### config.mk
export PLATFORM = sky130hd
export DESIGN_NAME = pipe_stage_skid_reg
export DESIGN_NICKNAME = d
export VERILOG_FILES = /design/src/rtl/pipe_stage_skid_reg.sv
export SDC_FILE = /design/constraint.sdc
export NUM_CORES = 1
export LEC_CHECK = 0
export ABC_CLOCK_PERIOD_IN_PS = 19300
export CAP_MARGIN = 20
export CORE_UTILIZATION = 49
export DETAILED_ROUTE_END_ITERATION = 6
export GPL_TIMING_DRIVEN = 0
export PLACE_DENSITY = 0.85
export SETUP_SLACK_MARGIN = 0.1
export SYNTH_ARGS = -nofsm -noshare
export SYNTH_HDL_FRONTEND = slang
export SYNTH_SLANG_ARGS = --single-unit
### constraint.sdc
create_clock -name clk -period 19.3 [get_ports clk]
set_input_delay 3.86 -clock clk [delete_from_list [all_inputs] [get_ports clk]]
set_output_delay 3.86 -clock clk [all_outputs]
set_load 0.02 [all_outputs]
### src/rtl/pipe_stage_skid_reg.sv
`default_nettype none
// ============================================================================
//  Module      : pipe_stage_skid_reg
//  Description : Generic pipeline-stage register with a 2-entry skid buffer.
//                Carries a datapath and a control bundle under valid/ready.
//                in_ready comes straight from a flop, so the upstream stall
//                path has no combinational dependency on out_ready.
//                Vacated slots are zeroed so a bubble always presents
//                all-zero control. Includes saturating stall/flush counters.
//  Revision    : 1.0  initial release
// ============================================================================
module pipe_stage_skid_reg #(
  parameter int DATA_W = 128,
  parameter int CTRL_W = 9,
  parameter int CNT_W  = 16
) (
  input  logic              clk,
  input  logic              rst,
  input  logic              flush,
  input  logic              in_valid,
  output logic              in_ready,
  input  logic [DATA_W-1:0] in_data,
  input  logic [CTRL_W-1:0] in_ctrl,
  output logic              out_valid,
  input  logic              out_ready,
  output logic [DATA_W-1:0] out_data,
  output logic [CTRL_W-1:0] out_ctrl,
  output logic [CNT_W-1:0]  stall_cnt,
  output logic [CNT_W-1:0]  flush_cnt
);

  typedef enum logic [1:0] {
    S_EMPTY = 2'd0,
    S_ONE   = 2'd1,
    S_FULL  = 2'd2
  } state_t;

  localparam logic [CNT_W-1:0] c_CNT_MAX = {CNT_W{1'b1}};

  state_t              r_state;
  logic                r_in_ready;
  logic [DATA_W-1:0]   r_main_data;
  logic [CTRL_W-1:0]   r_main_ctrl;
  logic [DATA_W-1:0]   r_skid_data;
  logic [CTRL_W-1:0]   r_skid_ctrl;
  logic [CNT_W-1:0]    r_stall_cnt;
  logic [CNT_W-1:0]    r_flush_cnt;

  logic w_out_valid;
  logic w_accept;
  logic w_drain;
  logic w_stall;
  logic w_flush_hit;

  // Handshake qualifiers; the main slot is always the head of the queue.
  assign w_out_valid = (r_state != S_EMPTY);
  assign w_accept    = in_valid & r_in_ready & ~flush;
  assign w_drain     = w_out_valid & out_ready;
  assign w_stall     = w_out_valid & ~out_ready & ~flush;
  assign w_flush_hit = flush & (r_state != S_EMPTY);

  // Occupancy FSM: owns both slots and the registered in_ready.
  always_ff @(posedge clk or posedge rst) begin
    if (rst) begin
      r_state     <= S_EMPTY;
      r_in_ready  <= 1'b0;
      r_main_data <= '0;
      r_main_ctrl <= '0;
      r_skid_data <= '0;
      r_skid_ctrl <= '0;
    end else if (flush) begin
      // Squash everything held; in_valid is ignored this cycle.
      r_state     <= S_EMPTY;
      r_in_ready  <= 1'b1;
      r_main_data <= '0;
      r_main_ctrl <= '0;
      r_skid_data <= '0;
      r_skid_ctrl <= '0;
    end else begin
      // in_ready tracks "next state is not FULL"; cleared below where needed.
      r_in_ready <= 1'b1;
      case (r_state)
        S_EMPTY: begin
          if (w_accept) begin
            r_main_data <= in_data;
            r_main_ctrl <= in_ctrl;
            r_state     <= S_ONE;
          end
        end
        S_ONE: begin
          if (w_accept && w_drain) begin
            r_main_data <= in_data;
            r_main_ctrl <= in_ctrl;
          end else if (w_accept) begin
            r_skid_data <= in_data;
            r_skid_ctrl <= in_ctrl;
            r_state     <= S_FULL;
            r_in_ready  <= 1'b0;
          end else if (w_drain) begin
            r_main_data <= '0;
            r_main_ctrl <= '0;
            r_state     <= S_EMPTY;
          end
        end
        S_FULL: begin
          if (w_drain) begin
            r_main_data <= r_skid_data;
            r_main_ctrl <= r_skid_ctrl;
            r_skid_data <= '0;
            r_skid_ctrl <= '0;
            r_state     <= S_ONE;
          end else begin
            r_in_ready  <= 1'b0;
          end
        end
        default: begin
          r_state     <= S_EMPTY;
          r_main_data <= '0;
          r_main_ctrl <= '0;
          r_skid_data <= '0;
          r_skid_ctrl <= '0;
        end
      endcase
    end
  end

  // Saturating count of downstream backpressure cycles (not during flush).
  always_ff @(posedge clk or posedge rst) begin
    if (rst) begin
      r_stall_cnt <= '0;
    end else if (w_stall && (r_stall_cnt != c_CNT_MAX)) begin
      r_stall_cnt <= r_stall_cnt + 1'b1;
    end
  end

  // Saturating count of flushes that actually discarded a valid entry.
  always_ff @(posedge clk or posedge rst) begin
    if (rst) begin
      r_flush_cnt <= '0;
    end else if (w_flush_hit && (r_flush_cnt != c_CNT_MAX)) begin
      r_flush_cnt <= r_flush_cnt + 1'b1;
    end
  end

  assign in_ready  = r_in_ready;
  assign out_valid = w_out_valid;
  assign out_data  = r_main_data;
  assign out_ctrl  = r_main_ctrl;
  assign stall_cnt = r_stall_cnt;
  assign flush_cnt = r_flush_cnt;

endmodule
`default_nettype wire

==> out/results.tsv, run 1 <==
metric	value	unit
status	complete, no violations	
sequential area share after synthesis	53.2	%
FF-to-FF path depth	7	
CP Data Required Time	15.44	ns
synth top area cells	dfrtp_1 (53%), o2bb2ai_2 (10%), mux2i_1 (9.6%)	
first drt pass iteration count	7	
first-pass GRT wire length	64300	um
CP Cell Sequence	inv_1 -> ha_1 -> inv_1 -> clkdlybuf4s50_1	
CP max stage delay	0.63	ns
final setup fails	0	
maxcap violations	0	
chip width	174	um
hold path cells	1	
Wirelength per Cell	20.2	um
Synth Cell Area	14500	um2
Slew @ Worst Pin	1.00	ns
Die H	174	um
Fin. Hold Viols	0	
clk buf depth	3	
antenna viol nets, final	0	
startpoint types	register	
Rows	62	
initial antenna violation count	4	
syn_nets	1381	
met2 wire length	19500	um
Async SR Flop Fraction	100	%
Total Nets Final	1731	
GRT Overall Usage	26.7	%
global route overflow	0	
most used cell along the critical path	inv_1	
CP top delay family	buffers and inverters	
Fmax	0.171	GHz
Commonest cells post-synth	dfrtp_1 (309), nand2_1 (148), inv_1 (142), mux2i_1 (139), a22oi_1 (137)	
Clock Sinks	309	
Post-CTS Hold Buffers	0	
Worst VDD drop	0.0921	mV
syn_area_per_cell	11.8	um2
Crit path buffers/inverters	3	
Worst Skew	0.0119	ns
metal3 WL	2420	um
post-synth top area cell	dfrtp_1	
core area	28900	um2
Synth cell types	45	
CP Max Fanout	8	
total power	2.82	mW
Filler Cell Count	2086	
final setup margin	13.44	ns
instance count on the critical path	4	
PortBufs	311	
Final min period	5.86	ns
Resized Gates After CTS	0	
Seq cells post-synth	309	
Place WS	13.33	ns
total CTS buffers	35	
Max Slew Vio Count	0	
CTS tree	built	
die area	30400	um2
Setup TNS	0	ns
DP HPWL	27500	um
Synth warnings	0	
clk_lat worst skew	0.50	ns
initial drt markers	723	
DRC	0	
Initial Util	50.3	%
CTS clk-pin slew, worst paths	0.06	ns
Syn-to-layout area delta	33.0	%
Worst EP arrival	2.00	ns
most numerous cell in the Yosys netlist	dfrtp_1	
CTS Root Cell	clkbuf_16	
postcts setup bufs	0	
final worst path period share	30.4	%
placer congestion estimate	0.800	
Synth top area share	53.2	%
H-tree Lvls	2	
Gate Count Post-Synth	1233	
vias in the first global route	11800	
Crit Path Class	reg -> out	
DR top layer	met4	
Hold Crit Class	reg -> reg	
Lkg Pwr	8.37	nW
vias per inst	5.60	
WL final	40300	um
EDFF count, synth	0	
worst relative slew slack	33.1	%
IO Pins	313	
proportion of layout cells with a drive suffix above 1	13.3	%
Critical Path Sink Type	primary output	
crit path max-delay cell type	clkdlybuf4s50_1	
met1 wire length	16800	um
Via Count	11200	
Synth Flop Type	dfrtp_1	
largest net degree at the start of global routing	132	
RSZ-0062 raised after global routing	no	
P per Cell Area	146	nW/um2
==> report_power, final <==
group	switching [mW]	internal [mW]
combinational	0.691	0.505
sequential	0.142	0.828
clock	0.263	0.394
total	1.10	1.73
==> placed cells by master (no fill, tap or decap), types with 11 or more instances in the layout <==
cell             instances
o2bb2ai_1               37
nand2_1                148
a22oi_1                137
dfrtp_1                309
clkdlybuf4s50_1        311
nand3_1                 14
clkbuf_16               37
mux2i_1                139
buf_2                   22
xor2_1                  11
xnor2_1                 13
clkbuf_1                48
buf_6                   15
o2bb2ai_2              100
buf_4                   15
inv_1                  141
==> through the flow <==
stage	cell area [um2]	cells	hold WS, ns	utilization, %
floorplan	14500	1233	0.498	-
global placement	18100	1928	0.473	62.7
detailed placement	18200	1930	0.473	62.9
CTS	19300	1990	0.495	66.8
global route	19300	1993	0.500	66.8
finish	19300	1994	0.491	66.8
==> sequential cells by signal, indices dropped and copies added, names as in the netlist <==
name and cells:
flush_cnt 16, in_ready 1, out_ctrl 9, out_data 128
r_skid_ctrl 9, r_skid_data 128, r_state 2, stall_cnt 16
==> worst register-to-register path, stage by stage, from the launching register on <==
cell and delay, ns:
dfrtp_1 0.40, inv_1 0.11, ha_1 0.16, clkbuf_1 0.33, clkbuf_1 0.80, clkbuf_1 0.57
a22oi_1 0.24, o2bb2ai_2 0.17
==> per-layer routing <==
metal  up-vias  global-route usage [%]
met5         -                       0
met4         0                    11.5
met3       104                    5.53
met2       383                    43.4
met1      5621                    34.5
li1       5057                       -
==> final timing paths <==
kind,start,end,slack [ns]
max,r_state[0]$_DFFE_PP0P_,out_valid,13.44
min,out_data[116]$_DFFE_PP0P_,out_data[116]$_DFFE_PP0P_,0.49
max reg2reg,r_state[0]$_DFFE_PP0P_,out_data[25]$_DFFE_PP0P_,16.46
min reg2reg,out_data[116]$_DFFE_PP0P_,out_data[116]$_DFFE_PP0P_,0.49
max in group asynchronous,rst,r_skid_data[114]$_DFFE_PP0P_,14.31
min in group asynchronous,rst,out_data[91]$_DFFE_PP0P_,3.87
==> cell families after synthesis <==
logic type	synth area share, %
adder cells (fa/ha/maj)	0.516
flip-flops	53.2
XOR/XNOR	1.45
multiplexers	9.88
AO/OA/AOI/OAI	20.8
AND/OR/NAND/NOR	6.68
buffers and inverters	7.47
==> cell type report <==
cell class                      count  area, um2  area share [%]
Timing Repair Buffer              313       3170            16.4
Buffer                             95        553            2.86
Inverter                          142        541            2.80
Clock buffer                       54       1070            5.53
Tap cell                          384        480            2.48
Multi-Input combinational cell    687       5720            29.6
Sequential cell                   309       7730            40.0
Clock inverter                      6       61.3           0.317
Antenna cell                        4       10.0          0.0518
Note: power is estimated with default switching activity, not from simulation.
==> run 2: changes to the inputs <==
--- a/config.mk
+++ b/config.mk
@@ -5,7 +5,7 @@
 export SDC_FILE = /design/constraint.sdc
 export NUM_CORES = 1
 export LEC_CHECK = 0
-export ABC_CLOCK_PERIOD_IN_PS = 19300
+export ABC_CLOCK_PERIOD_IN_PS = 5550
 export CAP_MARGIN = 20
 export CORE_UTILIZATION = 49
 export DETAILED_ROUTE_END_ITERATION = 6
==> constraint.sdc (replaced) <==
create_clock -name clk -period 5.55 [get_ports clk]
set_input_delay 1.11 -clock clk [delete_from_list [all_inputs] [get_ports clk]]
set_output_delay 1.11 -clock clk [all_outputs]
set_load 0.02 [all_outputs]
==> run 2 against run 1 <==
Clock skew decreased by 0.0028 ns; non-clock buffer count rose by 6; utilization rose by 0.48 points; die area did not move; combinational power rose to 3.5 times the previous value; cell area increased by 0.72%; register-to-register slack got worse by 14 ns; power increased to 3.5 times the previous value; critical path depth is the same; clock power grew to 3.6 times the previous value; flip-flop and latch count is the same; routed wire length shrank 0.26%; critical path type unchanged; largest cell class unchanged.
==> out/results.tsv, run 2 (synthesized netlist as in run 1, its figures left out) <==
metric	value	unit	change
Clock Sinks	309		unchanged
WL final	40200	um	was 40300 um
core area	28900	um2	unchanged
status	complete, no violations		unchanged
first-pass GRT wire length	64500	um	was 64300 um
largest net degree at the start of global routing	43		was 132
initial antenna violation count	2		was 4
CP Cell Sequence	inv_1 -> ha_1 -> inv_1 -> clkdlybuf4s50_1		unchanged
first drt pass iteration count	7		unchanged
H-tree Lvls	2		unchanged
CTS tree	built		unchanged
Final min period	3.13	ns	
Post-CTS Hold Buffers	0		unchanged
total CTS buffers	35		unchanged
CP Data Required Time	4.44	ns	was 15.44 ns
vias per inst	5.62		was 5.60
Post-DP Area	18300	um2	was 18200 um2
Total Nets Final	1737		was 1731
Via Count	11200		about the same
CP max stage delay	0.63	ns	about the same
CP top delay family	buffers and inverters		unchanged
Lkg Pwr	8.44	nW	was 8.37 nW
CTS Root Cell	clkbuf_16		unchanged
Fmax	0.319	GHz	
Fin. Hold Viols	0		unchanged
Resized Gates After CTS	0		unchanged
Worst EP arrival	2.02	ns	was 2.00 ns
Rows	62		unchanged
die area	30400	um2	unchanged
Crit Path Class	reg -> out		unchanged
maxcap violations	0		unchanged
final setup fails	0		unchanged
total power	9.92	mW	was 2.82 mW
most used cell along the critical path	inv_1		unchanged
Max Slew Vio Count	0		unchanged
P per Cell Area	509	nW/um2	was 146 nW/um2
Crit path buffers/inverters	3		unchanged
CTS clk-pin slew, worst paths	0.06	ns	about the same
antenna viol nets, final	0		unchanged
placer congestion estimate	0.847		was 0.800
proportion of layout cells with a drive suffix above 1	13.7	%	was 13.3%
Wirelength per Cell	20.1	um	was 20.2 um
final setup margin	2.42	ns	was 13.44 ns
DRC	0		unchanged
clk_lat worst skew	0.51	ns	was 0.50 ns
Die H	174	um	unchanged
crit path max-delay cell type	clkdlybuf4s50_1		unchanged
worst relative slew slack	33.4	%	was 33.1%
Hold Crit Class	reg -> reg		unchanged
most common cell after layout, fill and taps aside	clkdlybuf4s50_1		unchanged
Setup TNS	0	ns	unchanged
Initial Util	50.3	%	unchanged
clk buf depth	3		unchanged
DP HPWL	28100	um	was 27500 um
Worst Skew	0.00909	ns	was 0.0119 ns
CP Max Fanout	8		unchanged
Post-Layout Inst Area	19500	um2	was 19300 um2
final worst path period share	56.4	%	
PortBufs	311		unchanged
postcts setup bufs	0		unchanged
IO Pins	313		unchanged
Place WS	2.31	ns	was 13.33 ns
Slew @ Worst Pin	1.00	ns	about the same
global route overflow	0		unchanged
chip width	174	um	unchanged
GRT Overall Usage	26.6	%	was 26.7%
most frequent cells in the layout	clkdlybuf4s50_1 (311), dfrtp_1 (309), nand2_1 (148)		unchanged
Worst VDD drop	0.311	mV	was 0.0921 mV
Syn-to-layout area delta	33.9	%	was 33.0%
RSZ-0062 raised after global routing	no		unchanged
initial drt markers	692		was 723
startpoint types	register		unchanged
vias in the first global route	11900		was 11800
Critical Path Sink Type	primary output		unchanged
-- run 2: path summary, 6_finish.rpt --
path	start	to	slack (ns)	depth (start not counted)
setup / recovery	r_state[1]$_DFFE_PP0P_	out_valid	2.42	4
setup reg to reg	r_state[0]$_DFFE_PP0P_	out_data[22]$_DFFE_PP0P_	2.73	7
hold / removal	out_data[109]$_DFFE_PP0P_	out_data[109]$_DFFE_PP0P_	0.49	1
max in group asynchronous	rst	r_skid_data[100]$_DFFE_PP0P_	3.09	6
min in group asynchronous	rst	r_skid_data[120]$_DFFE_PP0P_	1.04	2
hold reg to reg	out_data[109]$_DFFE_PP0P_	out_data[109]$_DFFE_PP0P_	0.49	1
-- run 2: worst register-to-register path, delay by kind of cell, from the launching register on --
kind,cells,cell delay (ns)
flip-flops,1,0.40
AO/OA/AOI/OAI,2,0.42
buffers and inverters,4,1.78
adder cells (fa/ha/maj),1,0.15
-- run 2: final cells by class --
| class | instances | area [um2] |
|---|---|---|
| fill | 2058 | 9460 |
| sequential | 309 | 7730 |
| multi-input combinational | 687 | 5720 |
| timing repair buffer | 319 | 3270 |
| clock buffer | 51 | 1020 |
| buffer | 95 | 553 |
| inverter | 142 | 537 |
| tap | 384 | 480 |
| clock inverter | 11 | 158 |
| antenna | 1 | 2.50 |
-- run 2: per-layer routing --
layer	track usage [%]	vias to the layer above	share of wire, %
met5	0	-	0.027
met4	10.7	2	3.7
met3	4.77	102	5.9
met2	43.7	415	48
met1	34.9	5647	42
li1	-	5076	-
-- run 2: power by group --
part           total (mW)  leakage [nW]  switching, mW  internal (mW)
Clock                2.39         0.577          0.930           1.46
Sequential           3.36          4.18          0.484           2.88
Combinational        4.17          3.68           2.40           1.77
Total                9.92          8.44           3.82           6.10
-- run 2: stage by stage --
stage | std cells | hold slack, ns | utilization, %
2_1_floorplan | 1233 | 0.498 | -
3_3_place_gp | 1928 | 0.471 | 62.7
3_5_place_dp | 1936 | 0.473 | 63.2
4_1_cts | 1998 | 0.490 | 67.3
5_1_grt | 1998 | 0.502 | 67.3
6_report | 1999 | 0.488 | 67.3
==> run 3: changes to the inputs <==
--- a/config.mk
+++ b/config.mk
@@ -5,7 +5,7 @@
 export SDC_FILE = /design/constraint.sdc
 export NUM_CORES = 1
 export LEC_CHECK = 0
-export ABC_CLOCK_PERIOD_IN_PS = 5550
+export ABC_CLOCK_PERIOD_IN_PS = 3000
 export CAP_MARGIN = 20
 export CORE_UTILIZATION = 49
 export DETAILED_ROUTE_END_ITERATION = 6
==> constraint.sdc (replaced) <==
create_clock -name clk -period 3 [get_ports clk]
set_input_delay 0.6 -clock clk [delete_from_list [all_inputs] [get_ports clk]]
set_output_delay 0.6 -clock clk [all_outputs]
set_load 0.02 [all_outputs]
==> run 3 against run 2 <==
Power is 85% higher; clock skew down 0.00055 ns; worst setup slack worse by 2.0 ns; via count about the same; non-clock buffer count is the same; first-iteration DRC count unchanged; cell count did not move; global-route usage unchanged; sequential power grew 85%; routed wire length about the same; register-to-register slack got worse by 2.2 ns; largest power group unchanged.
==> out/results.tsv, run 3 (synthesized netlist as in run 1, its figures left out) <==
metric	value	unit	change
proportion of layout cells with a drive suffix above 1	13.8	%	was 13.7%
Worst EP arrival	2.02	ns	about the same
Total Nets Final	1737		unchanged
hold path cells	2		was 1
clk_lat worst skew	0.50	ns	was 0.51 ns
final worst path period share	87.4	%	
Placed Cells	1936		unchanged
Filler Cell Count	2057		was 2058
Setup TNS	0	ns	unchanged
first-pass GRT wire length	64500	um	unchanged
CTS clk-pin slew, worst paths	0.06	ns	about the same
initial drt markers	692		unchanged
chip width	174	um	unchanged
largest net degree at the start of global routing	43		unchanged
Final min period	2.62	ns	
H-tree Lvls	2		unchanged
startpoint types	register		unchanged
Worst R2R End	out_data[22]$_DFFE_PP0P_		unchanged
core area	28900	um2	unchanged
Worst R2R Setup Slack	0.51	ns	was 2.73 ns
placer congestion estimate	0.847		unchanged
postcts setup bufs	0		unchanged
DRC	0		unchanged
clk buf depth	3		unchanged
Syn-to-layout area delta	34.0	%	was 33.9%
most frequent cells in the layout	clkdlybuf4s50_1 (311), dfrtp_1 (309), nand2_1 (148)		unchanged
status	complete, no violations		unchanged
worst relative slew slack	56.5	%	was 33.4%
Die H	174	um	unchanged
Rows	62		unchanged
Critical Path Start	r_state[1]$_DFFE_PP0P_		unchanged
initial antenna violation count	2		unchanged
Max Slew Vio Count	0		unchanged
Post-CTS Hold Buffers	0		unchanged
vias in the first global route	11900		unchanged
Resized Gates After CTS	0		unchanged
antenna viol nets, final	0		unchanged
CTS Root Cell	clkbuf_16		unchanged
maxcap violations	0		unchanged
final setup fails	0		unchanged
Post-DP Area	18300	um2	unchanged
Fin. Hold Viols	0		unchanged
global route overflow	0		unchanged
RR Startpoint	r_state[0]$_DFFE_PP0P_		unchanged
Via Count	11200		about the same
Fmax	0.381	GHz	
Worst Skew	0.00854	ns	was 0.00909 ns
WHS Endpoint	r_state[0]$_DFFE_PP0P_		was out_data[109]$_DFFE_PP0P_
Post-Layout Inst Area	19500	um2	about the same
Layout Cells excl Fill	1999		unchanged
CP Data Required Time	2.40	ns	was 4.44 ns
PortBufs	311		unchanged
Hold Crit Start	flush		was out_data[109]$_DFFE_PP0P_
first drt pass iteration count	7		unchanged
Lkg Pwr	8.44	nW	about the same
CTS tree	built		unchanged
GRT Overall Usage	26.6	%	unchanged
Wirelength per Cell	20.1	um	about the same
Clock Sinks	309		unchanged
CP Max Fanout	8		unchanged
Slew @ Worst Pin	0.652	ns	was 1.00 ns
Initial Util	50.3	%	unchanged
Crit Path Class	reg -> out		unchanged
die area	30400	um2	unchanged
total CTS buffers	35		unchanged
IO Pins	313		unchanged
Critical Path Sink Type	primary output		unchanged
Hold Crit Class	in -> reg		was reg -> reg
WL final	40200	um	about the same
RSZ-0062 raised after global routing	no		unchanged
Worst VDD drop	0.576	mV	was 0.311 mV
vias per inst	5.62		about the same
most common cell after layout, fill and taps aside	clkdlybuf4s50_1		unchanged
P per Cell Area	942	nW/um2	was 509 nW/um2
DP HPWL	28100	um	unchanged
FF-to-FF path depth	7		unchanged
==> run 3: layout make-up <==
class	instances	area (um2)	area share (%)
Sequential cell	309	7730	39.7
Multi-Input combinational cell	687	5720	29.4
Timing Repair Buffer	319	3270	16.8
Clock buffer	51	1020	5.23
Buffer	95	554	2.85
Inverter	142	537	2.76
Tap cell	384	480	2.47
Clock inverter	11	158	0.809
Antenna cell	1	2.50	0.0128
==> run 3: routing by layer <==
layer,vias up,track usage [%],share of wire (%)
met3,102,4.77,6.0
met1,5646,34.9,42
li1,5073,-,-
met2,421,43.7,48
met5,-,0,0.027
met4,2,10.7,3.7
==> run 3: worst max path at each step <==
stage | to | depth (start not counted)
after CTS | out_data[22]$_DFFE_PP0P_ | 7
after global placement | r_skid_data[99]$_DFFE_PP0P_ | 2
after detailed placement | out_data[22]$_DFFE_PP0P_ | 7
after global routing | out_valid | 4
final | out_valid | 4
after floorplan | flush_cnt[0]$_DFFE_PP0P_ | 1
==> run 3: worst max-delay path: stages, from the launching register on <==
cell and delay (ns):
dfrtp_1 0.41, inv_1 0.08, ha_1 0.28, inv_1 0.11, clkdlybuf4s50_1 0.63
==> run 3: report_power, final <==
group          internal, mW  leakage (nW)  total (mW)  switching [mW]
sequential             5.33          4.18        6.22           0.895
clock                  2.70         0.577        4.42            1.72
combinational          3.27          3.69        7.71            4.45
total                  11.3          8.44        18.4            7.06
==> run 3: stage by stage <==
stage	setup WS, ns	hold slack [ns]	power (mW)	utilization (%)
finish	0.378	0.418	18.4	67.3
CTS	0.110	0.397	18.4	67.3
detailed placement	0.145	0.473	13.9	63.2
global route	0.289	0.420	19.2	67.3
floorplan	-1.71	0.498	10.8	-
global placement	-3.89	0.471	13.7	62.7
